`src/rtl/ps2_frame_receiver.sv`:
```
// PS/2 device-to-host frame receiver: synchronizes and deglitches kclk, deframes
// 11-bit frames and presents the last two scan-code bytes with valid/error pulses.
module ps2_frame_receiver #(
  parameter int FILTER_LEN     = 8,
  parameter int TIMEOUT_CYCLES = 100000
) (
  input  logic        clk,
  input  logic        reset,
  input  logic        kclk,
  input  logic        kdata,
  output logic [15:0] keycode,
  output logic        oflag,
  output logic        err
);

  localparam int TW = $clog2(TIMEOUT_CYCLES + 1);
  localparam logic [TW-1:0] TMO_MAX = TW'(TIMEOUT_CYCLES);
  localparam logic [7:0]    RUN_MAX = 8'(FILTER_LEN - 1);

  typedef enum logic [1:0] {
    ST_IDLE   = 2'd0,
    ST_DATA   = 2'd1,
    ST_PARITY = 2'd2,
    ST_STOP   = 2'd3
  } state_t;

  // Data bits plus parity must carry an odd number of ones.
  function automatic logic odd_parity_ok(input logic [7:0] d, input logic p);
    return (^d) ^ p;
  endfunction

  logic          kclk_meta_r, kclk_sync_r, kdata_meta_r, kdata_sync_r;
  logic          filt_kclk_r, filt_prev_r;
  logic [7:0]    run_cnt_r;
  logic          fall_s;
  state_t        state_r, state_s;
  logic [7:0]    shift_r, shift_s;
  logic [2:0]    bit_cnt_r, bit_cnt_s;
  logic          par_r, par_s;
  logic [TW-1:0] tmo_cnt_r, tmo_s;
  logic          good_s, bad_s;
  logic [15:0]   keycode_r;
  logic          oflag_r, err_r;

  assign fall_s  = filt_prev_r & ~filt_kclk_r;
  assign keycode = keycode_r;
  assign oflag   = oflag_r;
  assign err     = err_r;

  // Two-flop synchronizers for both PS/2 pins.
  always_ff @(posedge clk or negedge reset) begin
    if (!reset) begin
      kclk_meta_r  <= 1'b1;
      kclk_sync_r  <= 1'b1;
      kdata_meta_r <= 1'b1;
      kdata_sync_r <= 1'b1;
    end else begin
      kclk_meta_r  <= kclk;
      kclk_sync_r  <= kclk_meta_r;
      kdata_meta_r <= kdata;
      kdata_sync_r <= kdata_meta_r;
    end
  end

  // Clock deglitcher: follow a new level only after FILTER_LEN steady cycles.
  always_ff @(posedge clk or negedge reset) begin
    if (!reset) begin
      filt_kclk_r <= 1'b1;
      filt_prev_r <= 1'b1;
      run_cnt_r   <= 8'd0;
    end else begin
      filt_prev_r <= filt_kclk_r;
      if (kclk_sync_r != filt_kclk_r) begin
        if (run_cnt_r == RUN_MAX) begin
          filt_kclk_r <= kclk_sync_r;
          run_cnt_r   <= 8'd0;
        end else begin
          run_cnt_r <= run_cnt_r + 8'd1;
        end
      end else begin
        run_cnt_r <= 8'd0;
      end
    end
  end

  // Frame FSM next-state and datapath.
  always_comb begin
    state_s   = state_r;
    shift_s   = shift_r;
    bit_cnt_s = bit_cnt_r;
    par_s     = par_r;
    tmo_s     = tmo_cnt_r;
    good_s    = 1'b0;
    bad_s     = 1'b0;
    if (state_r == ST_IDLE) begin
      tmo_s = {TW{1'b0}};
      if (fall_s) begin
        if (kdata_sync_r == 1'b0) begin
          state_s   = ST_DATA;
          bit_cnt_s = 3'd0;
        end else begin
          bad_s = 1'b1;
        end
      end else begin
        state_s = ST_IDLE;
      end
    end else if (fall_s) begin
      tmo_s = {TW{1'b0}};
      case (state_r)
        ST_DATA: begin
          shift_s   = {kdata_sync_r, shift_r[7:1]};
          bit_cnt_s = bit_cnt_r + 3'd1;
          if (bit_cnt_r == 3'd7) begin
            state_s = ST_PARITY;
          end else begin
            state_s = ST_DATA;
          end
        end
        ST_PARITY: begin
          par_s   = kdata_sync_r;
          state_s = ST_STOP;
        end
        ST_STOP: begin
          state_s = ST_IDLE;
          if (kdata_sync_r && odd_parity_ok(shift_r, par_r)) begin
            good_s = 1'b1;
          end else begin
            bad_s = 1'b1;
          end
        end
        default: state_s = ST_IDLE;
      endcase
    end else if (tmo_cnt_r == TMO_MAX) begin
      state_s = ST_IDLE;
      tmo_s   = {TW{1'b0}};
      bad_s   = 1'b1;
    end else begin
      tmo_s = tmo_cnt_r + TW'(1);
    end
  end

  // FSM state, datapath and registered outputs.
  always_ff @(posedge clk or negedge reset) begin
    if (!reset) begin
      state_r   <= ST_IDLE;
      shift_r   <= 8'h00;
      bit_cnt_r <= 3'd0;
      par_r     <= 1'b0;
      tmo_cnt_r <= {TW{1'b0}};
      keycode_r <= 16'h0000;
      oflag_r   <= 1'b0;
      err_r     <= 1'b0;
    end else begin
      state_r   <= state_s;
      shift_r   <= shift_s;
      bit_cnt_r <= bit_cnt_s;
      par_r     <= par_s;
      tmo_cnt_r <= tmo_s;
      oflag_r   <= good_s;
      err_r     <= bad_s;
      if (good_s) begin
        keycode_r <= {keycode_r[7:0], shift_r};
      end else begin
        keycode_r <= keycode_r;
      end
    end
  end

endmodule
```
`config.mk`:
```
export PLATFORM = sky130hd
export DESIGN_NAME = ps2_frame_receiver
export DESIGN_NICKNAME = d
export VERILOG_FILES = /design/src/rtl/ps2_frame_receiver.sv
export SDC_FILE = /design/constraint.sdc
export NUM_CORES = 1
export LEC_CHECK = 0
export CAP_MARGIN = 20
export CORE_MARGIN = 5
export CORE_UTILIZATION = 55
export CTS_BUF_LIST = sky130_fd_sc_hd__clkbuf_4 sky130_fd_sc_hd__clkbuf_8 sky130_fd_sc_hd__clkbuf_16
export DETAILED_ROUTE_END_ITERATION = 16
export GPL_TIMING_DRIVEN = 0
export PLACE_DENSITY = 0.76
export REMOVE_ABC_BUFFERS = 1
export SETUP_SLACK_MARGIN = 0.05
export SYNTH_ARGS = -nofsm -noshare
export SYNTH_HDL_FRONTEND = slang
export SYNTH_SLANG_ARGS = --single-unit
export TNS_END_PERCENT = 1
```
`constraint.sdc`:
```
create_clock -name clk -period 3.2 [get_ports clk]
set_clock_uncertainty 0.2 [all_clocks]
set_input_delay 0.32 -clock clk [delete_from_list [all_inputs] [get_ports clk]]
set_output_delay 0.32 -clock clk [all_outputs]
set_load 0.02 [all_outputs]
```
; After elaboration in Yosys (flattened, before gate mapping)
; Cells that the tools add are included.
[totals]
reg_bits = 63
in_bits = 4
out_inout_bits = 18
wordCells = 69
[classes]
add_sub_neg = 3
eq_ne = 9
muxes = 28
bitwise_logic = 4
n_reduce_logical = 10
[op_table]
columns = operator, n
row1 = two-way mux 17 bit, 3
row2 = adder 17 x 1 -> 17 bit (second input constant), 1
row3 = == test 17 bit (second input constant), 1
row4 = two-way mux 8 bit, 2
row5 = two-way mux 3 bit, 5
row6 = two-way mux 2 bit, 6
row7 = two-way mux 1 bit, 11
row8 = AND reduction 3 bit, 3
row9 = adder 8 x 1 -> 8 bit (second input constant), 1
row10 = == test 8 x 3 -> 1 bit (second input constant), 1
row11 = XOR reduction 8 bit, 1
row12 = == test 2 bit (second input constant), 2
row13 = case mux 2 bit (2 select lines), 1
row14 = AND reduction 2 bit, 2
row15 = adder 3 x 1 -> 3 bit (second input constant), 1
row16 = == test 3 bit (second input constant), 1
row17 = inequality test 3 bit (second input constant), 1
row18 = nonzero test 3 bit, 1
row19 = == test 2 x 1 -> 1 bit (second input constant), 1
row20 = logical NOT 2 bit, 1
row21 = inequality test 2 bit (second input constant), 1
row22 = NOT 1 bit, 2
row23 = nonzero test 2 bit, 1
row24 = AND 1 bit, 1
row25 = 3 further kinds, 3

; Longest topological paths before layout
; Gate-level depths: netlist of run 1.
[depth]
ltp_word = 7
depth_mapped = 8
depth_no_buf = 6

; Worst setup path after synthesis of run 1
; Ideal clock, no wire load.
[synth_timing]
kind = register -> register
from = reg state_r[0]
to = reg keycode_r[10], in the netlist keycode[10]
setup_time_ps = 125
arrival_time_ps = 2129
required_ps = 2875
path_slack_ps = 746
path_stages_with_launch = 9
n_path_buf = 2
synth_period_minus_slack_ps = 2454
path_cell_list = dfrtp_1 -> inv_1 -> ha_1 -> clkbuf_1 -> nand4bb_1 -> or3_4 -> mux2i_4 -> buf_12 -> mux2_4
[synth_between]
elab_chain_cells = 4
word_cells_on_any_way = 5
classes_between = eq/ne (1) / mux (3) / reduce/logical (1)
[synth_lines]
columns = element, line_no
row1 = start: declaration, 36  ; state_t state_r, state_s;
row2 = start signal: assignment, 154  ; state_r <= state_s;
row3 = == test 2 bit, 109  ; case (state_r)
row4 = two-way mux 1 bit, 109
row5 = two-way mux 1 bit, 107  ; end else if (fall_s) begin
row6 = two-way mux 1 bit (*), 95  ; if (state_r == ST_IDLE) begin
row7 = via good_s, 41  ; logic good_s, bad_s;
row8 = end signal: assignment, 162  ; keycode_r <= {keycode_r[7:0], shift_r};
row9 = end signal: assignment, 164  ; keycode_r <= keycode_r;
row10 = end: declaration, 42  ; logic [15:0] keycode_r;
; The timed path passes the listed nets; every way through them passes the cells marked *.
; A chain may end at the register's enable or synchronous reset.

; Final worst setup path of run 1
[layout_timing]
from = reg state_r[0]
to = reg keycode_r[1], in the netlist keycode[1]
[layout_between]
elab_chain_cells = 4
word_cells_on_any_way = 5
classes_between = eq/ne (1) / mux (3) / reduce/logical (1)
[layout_lines]
columns = element, line_no
row1 = == test 2 bit, 109
row2 = two-way mux 1 bit, 109
row3 = two-way mux 1 bit, 107
row4 = two-way mux 1 bit (*), 95
; Mark *: on every way between the ends. The rest lies on a longest branch, timed or not.

==> impl_metrics.py, run 1 <==
metrics = {
    "drt": {
        "ant_nets": 0,
        "drt_iter0_drc": 102,
        "viasPerCell": 5.37,
        "avgRoutedWirePerCell_um": 14.1,
        "wl_met3_um": 158,
        "top_layer": "met4",
        "vias": 1908,
        "wl_met1_um": 2550,
        "wl_met2_um": 2240,
        "drcViolationCount": 0,
        "finalWirelength_um": 5020,
        "first_pass_iters": 4,
    },
    "floorplan": {
        "core_um2": 5410,
        "io_pins": 22,
        "initial_core_util_pct": 55.7,
        "die_x_um": 84,
        "dieArea_um2": 7060,
        "fp-row-count": 27,
        "die_h_um": 84,
    },
    "placed_design": {
        "dp_hpwl_um": 3500,
        "routabilityCongestion": 0.869,
        "io_buffers": 21,
        "pre_cts_slack_ns": 0.395,
        "dp_cells": 339,
    },
    "sta": {
        "worst_slack_ns": 0.399,
        "rsz0062_at_grt": "no",
        "tightest_slew_ns": 0.739,
        "finalHoldViolations": 0,
        "holdWs_ns": 0.158,
        "timing.fmax_mhz": 357,
        "min_period_over_period_pct": 87.5,
        "setup_viol": 0,
        "fin_crit_ns": 2.80,
        "relSlewSlack_pct": 49.7,
        "report.final.slew_viol_count": 0,
    },
    "yosys": {
        "synthCells": 252,
        "synth.area.top_cells": "dfrtp_1, mux2_2, dfstp_2, xnor2_1, mux2_4",
        "synthArstFlopShare_pct": 100,
        "ys_warn_count": 0,
        "synth_top_area_share_pct": 47.4,
        "ys_seq_area_share_pct": 52.6,
        "synth_cell_types": 42,
        "syn-mean-instance-area_um2": 12.0,
        "ys_seq_elements": 63,
        "synth_edf_count": 0,
        "post-synth-top-area-cell": "dfrtp_1",
        "synth_common_cells": "dfrtp_1, nor2_1, mux2_2, xnor2_1, nand2_1",
        "netlist_area_um2": 3010,
        "synth-main-ff-cell": "dfrtp_1",
        "synth.most_common_cell": "dfrtp_1",
    },
    "status": {
        "status": "finished, final reports clean",
    },
    "clock_network": {
        "numCtsBuffers": 9,
        "clock-sinks": 63,
        "cts_resized": 0,
        "cts_hold_buf": 1,
        "cts_max_path_buffers": 2,
        "cts_tree": "yes",
        "h-tree-depth": 3,
        "cts-root-buf": "clkbuf_8",
        "clk_latency_ns": 0.33,
        "clk_transition_reported_paths_ns": 0.06,
        "post-cts-setup-buffers": 0,
    },
    "min_path": {
        "hold_class": "reg -> reg",
        "hold_depth": 0,
    },
    "global_route": {
        "antenna_found_initial": 0,
        "grt_first_pass_wirelength_um": 8910,
        "grt_max_degree": 42,
        "grt_overflow": 0,
        "first_global_vias": 1884,
        "grt_use_total_pct": 15.9,
    },
    "setup_path": {
        "ff2ff_path_depth": 6,
        "path_class": "reg -> reg",
        "cp_slowest_cell": "mux2i_4",
        "crit_arrival_ns": 2.82,
        "crit_chain": "inv_1, ha_1, nand4bb_1, or3_4, mux2i_4, mux2_2",
        "end_kind": "flop",
        "cp-start-kind": "flop",
        "required_ns": 3.22,
        "reg2reg_setup_slack_ns": 0.40,
        "slowest_delay_ns": 0.60,
        "path_max_fanout": 17,
    },
    "final_layout": {
        "fin_nets": 292,
        "num_antenna_cells": 0,
        "utilization_pct": 64.1,
        "layout-drive-gt1-share_pct": 18.7,
        "instances_no_fill": 355,
        "area_growth_pct": 15.0,
    },
    "power": {
        "vdd_drop_max_mv": 0.291,
        "leakagePower_uw": 0.00151,
        "power.density_nw_per_um2": 481,
    },
    "flow_run": {
        "timing.max_cap.violations": 0,
    },
}
==> cell families after synthesis <==
kind of cell             Yosys count  synth area share [%]
AND/OR/NAND/NOR                   93                  17.2
flip-flops                        63                  52.6
AO/OA/AOI/OAI                     18                  3.66
adder cells (fa/ha/maj)            9                  3.74
multiplexers                      28                  11.9
buffers and inverters             15                  2.41
XOR/XNOR                          26                  8.52
==> layer usage <==
metal	track usage [%]	vias up
li1	-	934
met1	21.3	937
met2	23.5	27
met3	4.24	10
met4	8.63	0
met5	0	-
==> report_power, final <==
part	total (µW)	internal, µW	switching, µW
Sequential	886	844	41.8
Clock	579	302	277
Combinational	200	78.9	121
==> layout by cell type, fill, tap and decap left out, drive strengths merged, types with 2 or more instances in the layout <==
cell	netlist	layout
dfstp	6	6
and4b	2	2
mux2	25	25
xnor2	16	16
clkdlybuf4s50	0	20
nand2b	3	3
nor2b	4	4
buf	1	2
and4	3	3
nand3	12	12
ha	9	9
xor2	8	8
nand4	5	5
o21ai	9	9
clkinv	0	3
or3	4	4
nor2	27	27
a21oi	3	3
nor4	3	3
nand2	13	13
mux2i	3	3
and3	3	3
clkbuf	6	11
inv	8	8
dfrtp	57	57
nor4b	3	3
nor4bb	4	4
a31oi	2	2
==> critical path, delay by kind of cell, from the launching register on <==
| kind | cells | cell delay [ns] |
|---|---|---|
| mux | 2 | 1.01 |
| simple gates | 2 | 0.67 |
| flops | 1 | 0.40 |
| fa+ha+maj | 1 | 0.32 |
| buf+inv | 1 | 0.08 |
==> area by class of cell <==
class | count | area (µm²)
fill | 437 | 1940
sequential | 63 | 1580
multi-input combinational | 174 | 1360
timing repair buffer | 23 | 235
clock buffer | 11 | 145
tap | 72 | 90.1
inverter | 8 | 30.0
clock inverter | 4 | 22.5
==> sequential cells by signal, indices dropped and copies added (netlist names) <==
| register | cells |
|---|---|
| keycode | 16 |
| err | 1 |
| kdata_meta_r | 1 |
| filt_kclk_r | 1 |
| bit_cnt_r | 3 |
| kdata_sync_r | 1 |
| par_r | 1 |
| oflag | 1 |
| run_cnt_r | 8 |
| state_r | 2 |
| tmo_cnt_r | 17 |
| kclk_sync_r | 1 |
| shift_r | 8 |
| filt_prev_r | 1 |
| kclk_meta_r | 1 |
==> final timing paths <==
path,from,end
setup / recovery,state_r[0]$_DFFE_PN0P_,keycode[1]$_DFFE_PN0P_
min in group asynchronous,reset,tmo_cnt_r[10]$_DFF_PN0_
hold / removal,kdata_meta_r$_DFF_PN1_,kdata_sync_r$_DFF_PN1_
setup reg to reg,state_r[0]$_DFFE_PN0P_,keycode[1]$_DFFE_PN0P_
hold reg to reg,kdata_meta_r$_DFF_PN1_,kdata_sync_r$_DFF_PN1_
max in group asynchronous,reset,filt_kclk_r$_DFFE_PN1P_
==> through the flow <==
stage               power, µW  area [µm²]  TNS (ns)
finish                   1670        3460         0
global route             1760        3460         0
CTS                      1690        3460         0
detailed placement       1100        3280         0
global placement         1090        3270    -20.98
floorplan                1030        2970         0
Power figures use the tool's default switching activity.
==> inputs of run 2 (changes only) <==
--- a/config.mk
+++ b/config.mk
@@ -12,6 +12,7 @@
 export DETAILED_ROUTE_END_ITERATION = 16
 export GPL_TIMING_DRIVEN = 0
 export PLACE_DENSITY = 0.76
+export RECOVER_POWER = 50
 export REMOVE_ABC_BUFFERS = 1
 export SETUP_SLACK_MARGIN = 0.05
 export SYNTH_ARGS = -nofsm -noshare
==> run 2 against run 1 <==
  * Final cell count stayed put
  * Hold slack about the same
  * Sequential share of layout area is 0.22 points higher
  * Sequential power barely moved
  * Critical endpoint unchanged
==> impl_metrics.py, run 2 (same netlist as run 1, synthesis figures left out) <==
metrics = {
    "clock_network": {
        "clk_latency_ns": 0.33,
        "post-cts-setup-buffers": 0,
        "cts_tree": "yes",
        "numCtsBuffers": 9,
        "clk_transition_reported_paths_ns": 0.06,
        "cts_max_path_buffers": 2,
        "clock-sinks": 63,
        "cts-root-buf": "clkbuf_8",
        "cts_resized": 0,
        "h-tree-depth": 3,
        "cts_hold_buf": 1,
    },
    "min_path": {
        "hold_class": "reg -> reg",
    },
    "setup_path": {
        "required_ns": 3.22,
        "cp.depth": 6,
        "path_buf_inv": 1,
        "path_max_fanout": 17,
        "end_kind": "flop",
        "reg2reg_to": "keycode[1]$_DFFE_PN0P_",
        "r2r_start": "state_r[0]$_DFFE_PN0P_",
        "crit_family": "multiplexers",
        "critPathLaunch": "state_r[0]$_DFFE_PN0P_",
        "crit_arrival_ns": 2.82,
        "cp-start-kind": "flop",
        "reg2reg_setup_slack_ns": 0.40,
        "ff2ff_path_depth": 6,
        "slowest_delay_ns": 0.60,
        "cp-endpoint": "keycode[1]$_DFFE_PN0P_",
        "cp_slowest_cell": "mux2i_4",
        "path_class": "reg -> reg",
        "crit_chain": "inv_1, ha_1, nand4bb_1, or3_4, mux2i_4, mux2_2",
    },
    "global_route": {
        "first_global_vias": 1884,
        "grt_max_degree": 42,
        "antenna_found_initial": 0,
        "grt_use_total_pct": 15.9,
        "grt_overflow": 0,
        "grt_first_pass_wirelength_um": 8910,
    },
    "drt": {
        "first_pass_iters": 4,
        "drt_iter0_drc": 102,
        "top_layer": "met4",
        "avgRoutedWirePerCell_um": 14.1,
        "wl_met1_um": 2510,
        "finalWirelength_um": 5000,
        "vias": 1908,
        "wl_met3_um": 190,
        "drcViolationCount": 0,
        "ant_nets": 0,
        "viasPerCell": 5.37,
        "wl_met2_um": 2240,
    },
    "power": {
        "leakagePower_uw": 0.00150,
        "report.power.total_uw": 1660,
        "power.density_nw_per_um2": 481,
        "vdd_drop_max_mv": 0.289,
    },
    "floorplan": {
        "dieArea_um2": 7060,
        "fp-row-count": 27,
        "core_um2": 5410,
        "die_x_um": 84,
        "initial_core_util_pct": 55.7,
        "io_pins": 22,
        "die_h_um": 84,
    },
    "sta": {
        "timing.fmax_mhz": 357,
        "setup_viol": 0,
        "relSlewSlack_pct": 23.3,
        "finalHoldViolations": 0,
        "rsz0062_at_grt": "no",
        "fin_crit_ns": 2.80,
        "tightest_slew_ns": 1.15,
        "worst_slack_ns": 0.400,
        "min_period_over_period_pct": 87.5,
        "report.final.slew_viol_count": 0,
    },
    "status": {
        "status": "finished, final reports clean",
    },
    "placed_design": {
        "pre_cts_slack_ns": 0.395,
        "dp_cells": 339,
        "dp_hpwl_um": 3500,
        "io_buffers": 21,
        "post_dp_cell_area_um2": 3280,
        "routabilityCongestion": 0.869,
    },
    "final_layout": {
        "final_cell_mix": "dfrtp_1, nor2_1, clkdlybuf4s50_1",
        "fillers": 440,
        "regMostFlops": "tmo_cnt_r",
        "instances_no_fill": 355,
        "largest_register_ffs": 17,
        "fin_nets": 292,
        "num_antenna_cells": 0,
        "area_growth_pct": 14.4,
        "layout-drive-gt1-share_pct": 17.7,
        "final_common_cell": "dfrtp_1",
        "fin_area_um2": 3450,
    },
    "flow_run": {
        "timing.max_cap.violations": 0,
    },
}
[run 2: cell count changes in the layout (fill, tap and decap cells not counted)]
cell and change:
clkbuf_2 +1, buf_12 -1, dfstp_2 -2, buf_2 -1, dlygate4sd3_1 +2, dfstp_1 +2, clkbuf_1 +1, clkdlybuf4s50_1 -2
[run 2: final cells by class]
| type | count | area, µm² | area share [%] |
|---|---|---|---|
| multi-input combinational | 174 | 1360 | 39.3 |
| sequential | 63 | 1580 | 46.0 |
| tap | 72 | 90.1 | 2.61 |
| clock inverter | 4 | 22.5 | 0.654 |
| clock buffer | 11 | 145 | 4.21 |
| inverter | 8 | 30.0 | 0.871 |
| timing repair buffer | 23 | 219 | 6.35 |
[run 2: worst min-delay path by stage]
stage,startpoint,end,slack (ns),cells past startpoint
after floorplan,reset,bit_cnt_r[0]$_DFFE_PN0P_,-0.18,0
after global placement,kdata_meta_r$_DFF_PN1_,kdata_sync_r$_DFF_PN1_,0.15,0
after detailed placement,reset,tmo_cnt_r[15]$_DFF_PN0_,0.12,1
after CTS,kdata_meta_r$_DFF_PN1_,kdata_sync_r$_DFF_PN1_,0.16,0
after global routing,kclk_meta_r$_DFF_PN1_,kclk_sync_r$_DFF_PN1_,0.16,0
final,kdata_meta_r$_DFF_PN1_,kdata_sync_r$_DFF_PN1_,0.16,0
[run 2: where the power goes]
| part | switching [µW] | internal (µW) | leakage [µW] |
|---|---|---|---|
| clock network | 277 | 302 | 0.0000884 |
| registers | 41.8 | 841 | 0.000857 |
| logic | 120 | 76.0 | 0.000559 |
| total | 438 | 1220 | 0.00150 |
[run 2: through the flow]
step / setup TNS (ns) / utilization, % / hold WS (ns)
CTS: 0 / 64.1 / 0.159
global route: 0 / 63.7 / 0.164
finish: 0 / 63.7 / 0.158
floorplan: 0 / - / -0.176
detailed placement: 0 / 60.8 / 0.123
global placement: -20.98 / 60.5 / 0.146
[run 2: per-layer routing]
layer,vias up,global-route usage (%)
met5,-,0
met4,0,8.63
met3,6,4.24
met2,31,23.5
met1,934,21.3
li1,937,-
==> inputs of run 3 (changes only) <==
==> constraint.sdc (replaced) <==
create_clock -name clk -period 2.9 [get_ports clk]
set_clock_uncertainty 0.2 [all_clocks]
set_input_delay 0.29 -clock clk [delete_from_list [all_inputs] [get_ports clk]]
set_output_delay 0.29 -clock clk [all_outputs]
set_load 0.02 [all_outputs]
==> run 3 against run 2 <==
  * Routed wire length decreased by 0.24%
  * Largest cell class unchanged
  * Non-clock buffer count grew 1
  * Clock power increased by 10%
  * Critical path type unchanged
==> impl_metrics.py, run 3 (same netlist as run 1, synthesis figures left out) <==
metrics = {
    "final_layout": {
        "largest_register_ffs": 17,
        "utilization_pct": 64.4,
        "final_cell_mix": "dfrtp_1, nor2_1, clkdlybuf4s50_1",
        "fillers": 433,
        "layout-drive-gt1-share_pct": 18.0,
        "final_common_cell": "dfrtp_1",
        "instances_no_fill": 356,
        "regMostFlops": "tmo_cnt_r",
        "fin_nets": 293,
        "area_growth_pct": 15.6,
        "fin_area_um2": 3480,
        "num_antenna_cells": 0,
    },
    "drt": {
        "first_pass_iters": 4,
        "ant_nets": 0,
        "drcViolationCount": 0,
        "finalWirelength_um": 4980,
        "vias": 1908,
        "drt_iter0_drc": 107,
        "avgRoutedWirePerCell_um": 14.0,
        "viasPerCell": 5.36,
    },
    "sta": {
        "fin_crit_ns": 2.49,
        "rsz0062_at_grt": "no",
        "holdWs_ns": 0.158,
        "relSlewSlack_pct": 17.7,
        "tightest_slew_ns": 1.23,
        "min_period_over_period_pct": 85.8,
        "timing.fmax_mhz": 402,
        "setup_viol": 0,
        "finalHoldViolations": 0,
        "report.final.slew_viol_count": 0,
    },
    "clock_network": {
        "clk_transition_reported_paths_ns": 0.07,
        "h-tree-depth": 3,
        "clk_latency_ns": 0.33,
        "cts_max_path_buffers": 2,
        "cts_resized": 0,
        "numCtsBuffers": 9,
        "clock-sinks": 63,
        "cts_tree": "yes",
        "cts-root-buf": "clkbuf_8",
    },
    "global_route": {
        "grt_use_total_pct": 15.9,
        "antenna_found_initial": 0,
        "grt_first_pass_wirelength_um": 8910,
        "first_global_vias": 1884,
        "grt_overflow": 0,
        "grt_max_degree": 42,
    },
    "floorplan": {
        "fp-row-count": 27,
        "io_pins": 22,
        "die_x_um": 84,
        "die_h_um": 84,
        "initial_core_util_pct": 55.7,
        "core_um2": 5410,
        "dieArea_um2": 7060,
    },
    "power": {
        "power.density_nw_per_um2": 526,
        "vdd_drop_max_mv": 0.319,
        "leakagePower_uw": 0.00152,
        "report.power.total_uw": 1830,
    },
    "status": {
        "status": "finished, final reports clean",
    },
    "setup_path": {
        "reg2reg_setup_slack_ns": 0.41,
        "required_ns": 2.92,
        "crit_arrival_ns": 2.50,
        "path_class": "reg -> reg",
        "path_max_fanout": 17,
        "cp-start-kind": "flop",
        "end_kind": "flop",
    },
    "placed_design": {
        "post_dp_cell_area_um2": 3280,
        "routabilityCongestion": 0.869,
        "dp_hpwl_um": 3500,
        "dp_cells": 339,
        "io_buffers": 21,
    },
    "flow_run": {
        "timing.max_cap.violations": 0,
    },
    "min_path": {
        "hold_class": "reg -> reg",
    },
}
-- run 3: changes by cell type in the layout (fill, tap and decap cells not counted) --
cell / delta
buf_12: +2
clkbuf_2: -1
-- run 3: final cells by class --
type	instances	area [µm²]	share of cell area (%)
Sequential cell	63	1580	45.5
Multi-Input combinational cell	174	1360	38.9
Tap cell	72	90.1	2.59
Clock buffer	11	145	4.17
Clock inverter	4	22.5	0.647
Inverter	8	30.0	0.863
Timing Repair Buffer	24	254	7.30
-- run 3: where the power goes --
part | total, µW | internal, µW | switching, µW
sequential | 974 | 928 | 46.2
clock | 638 | 333 | 305
combinational | 219 | 86.3 | 132
total | 1830 | 1350 | 484
-- run 3: routing by layer --
metal / global-route usage (%) / vias up / part of all wire, %
li1: - / 938 / -
met1: 21.3 / 932 / 49
met2: 23.5 / 30 / 45
met3: 4.24 / 8 / 3.6
met4: 8.63 / 0 / 1.6
met5: 0 / - / 0
-- run 3: path summary, 6_finish.rpt --
| path | depth (start not counted) | startpoint | endpoint |
|---|---|---|---|
| max | 7 | state_r[0]$_DFFE_PN0P_ | keycode[1]$_DFFE_PN0P_ |
| min | 0 | kdata_meta_r$_DFF_PN1_ | kdata_sync_r$_DFF_PN1_ |
| max reg2reg | 7 | state_r[0]$_DFFE_PN0P_ | keycode[1]$_DFFE_PN0P_ |
| min reg2reg | 0 | kdata_meta_r$_DFF_PN1_ | kdata_sync_r$_DFF_PN1_ |
| max in group asynchronous | 3 | reset | filt_kclk_r$_DFFE_PN1P_ |
| min in group asynchronous | 2 | reset | tmo_cnt_r[10]$_DFF_PN0_ |
-- run 3: what timing repair did --
action | in CTS | in global routing
hold buffers | 1 | 0
hold endpoints to repair | 18 | 0
setup buffers | 0 | 1
endpoints found under the setup margin | 0 | 16
-- run 3: per-stage QoR --
stage / setup TNS (ns) / setup slack [ns]
final: 0 / 0.413
after global routing: 0 / 0.218
after CTS: 0 / 0.0895
after detailed placement: 0 / 0.0947
after global placement: -36.37 / -0.641
after floorplan: 0 / 0.387
-- run 3: critical path, cell delays in order (launching register included) --
cell and delay, ns:
dfrtp_1 0.40, inv_1 0.08, ha_1 0.32, nand4bb_1 0.30, or3_4 0.37, mux2i_4 0.17, buf_12 0.19, mux2_2 0.35
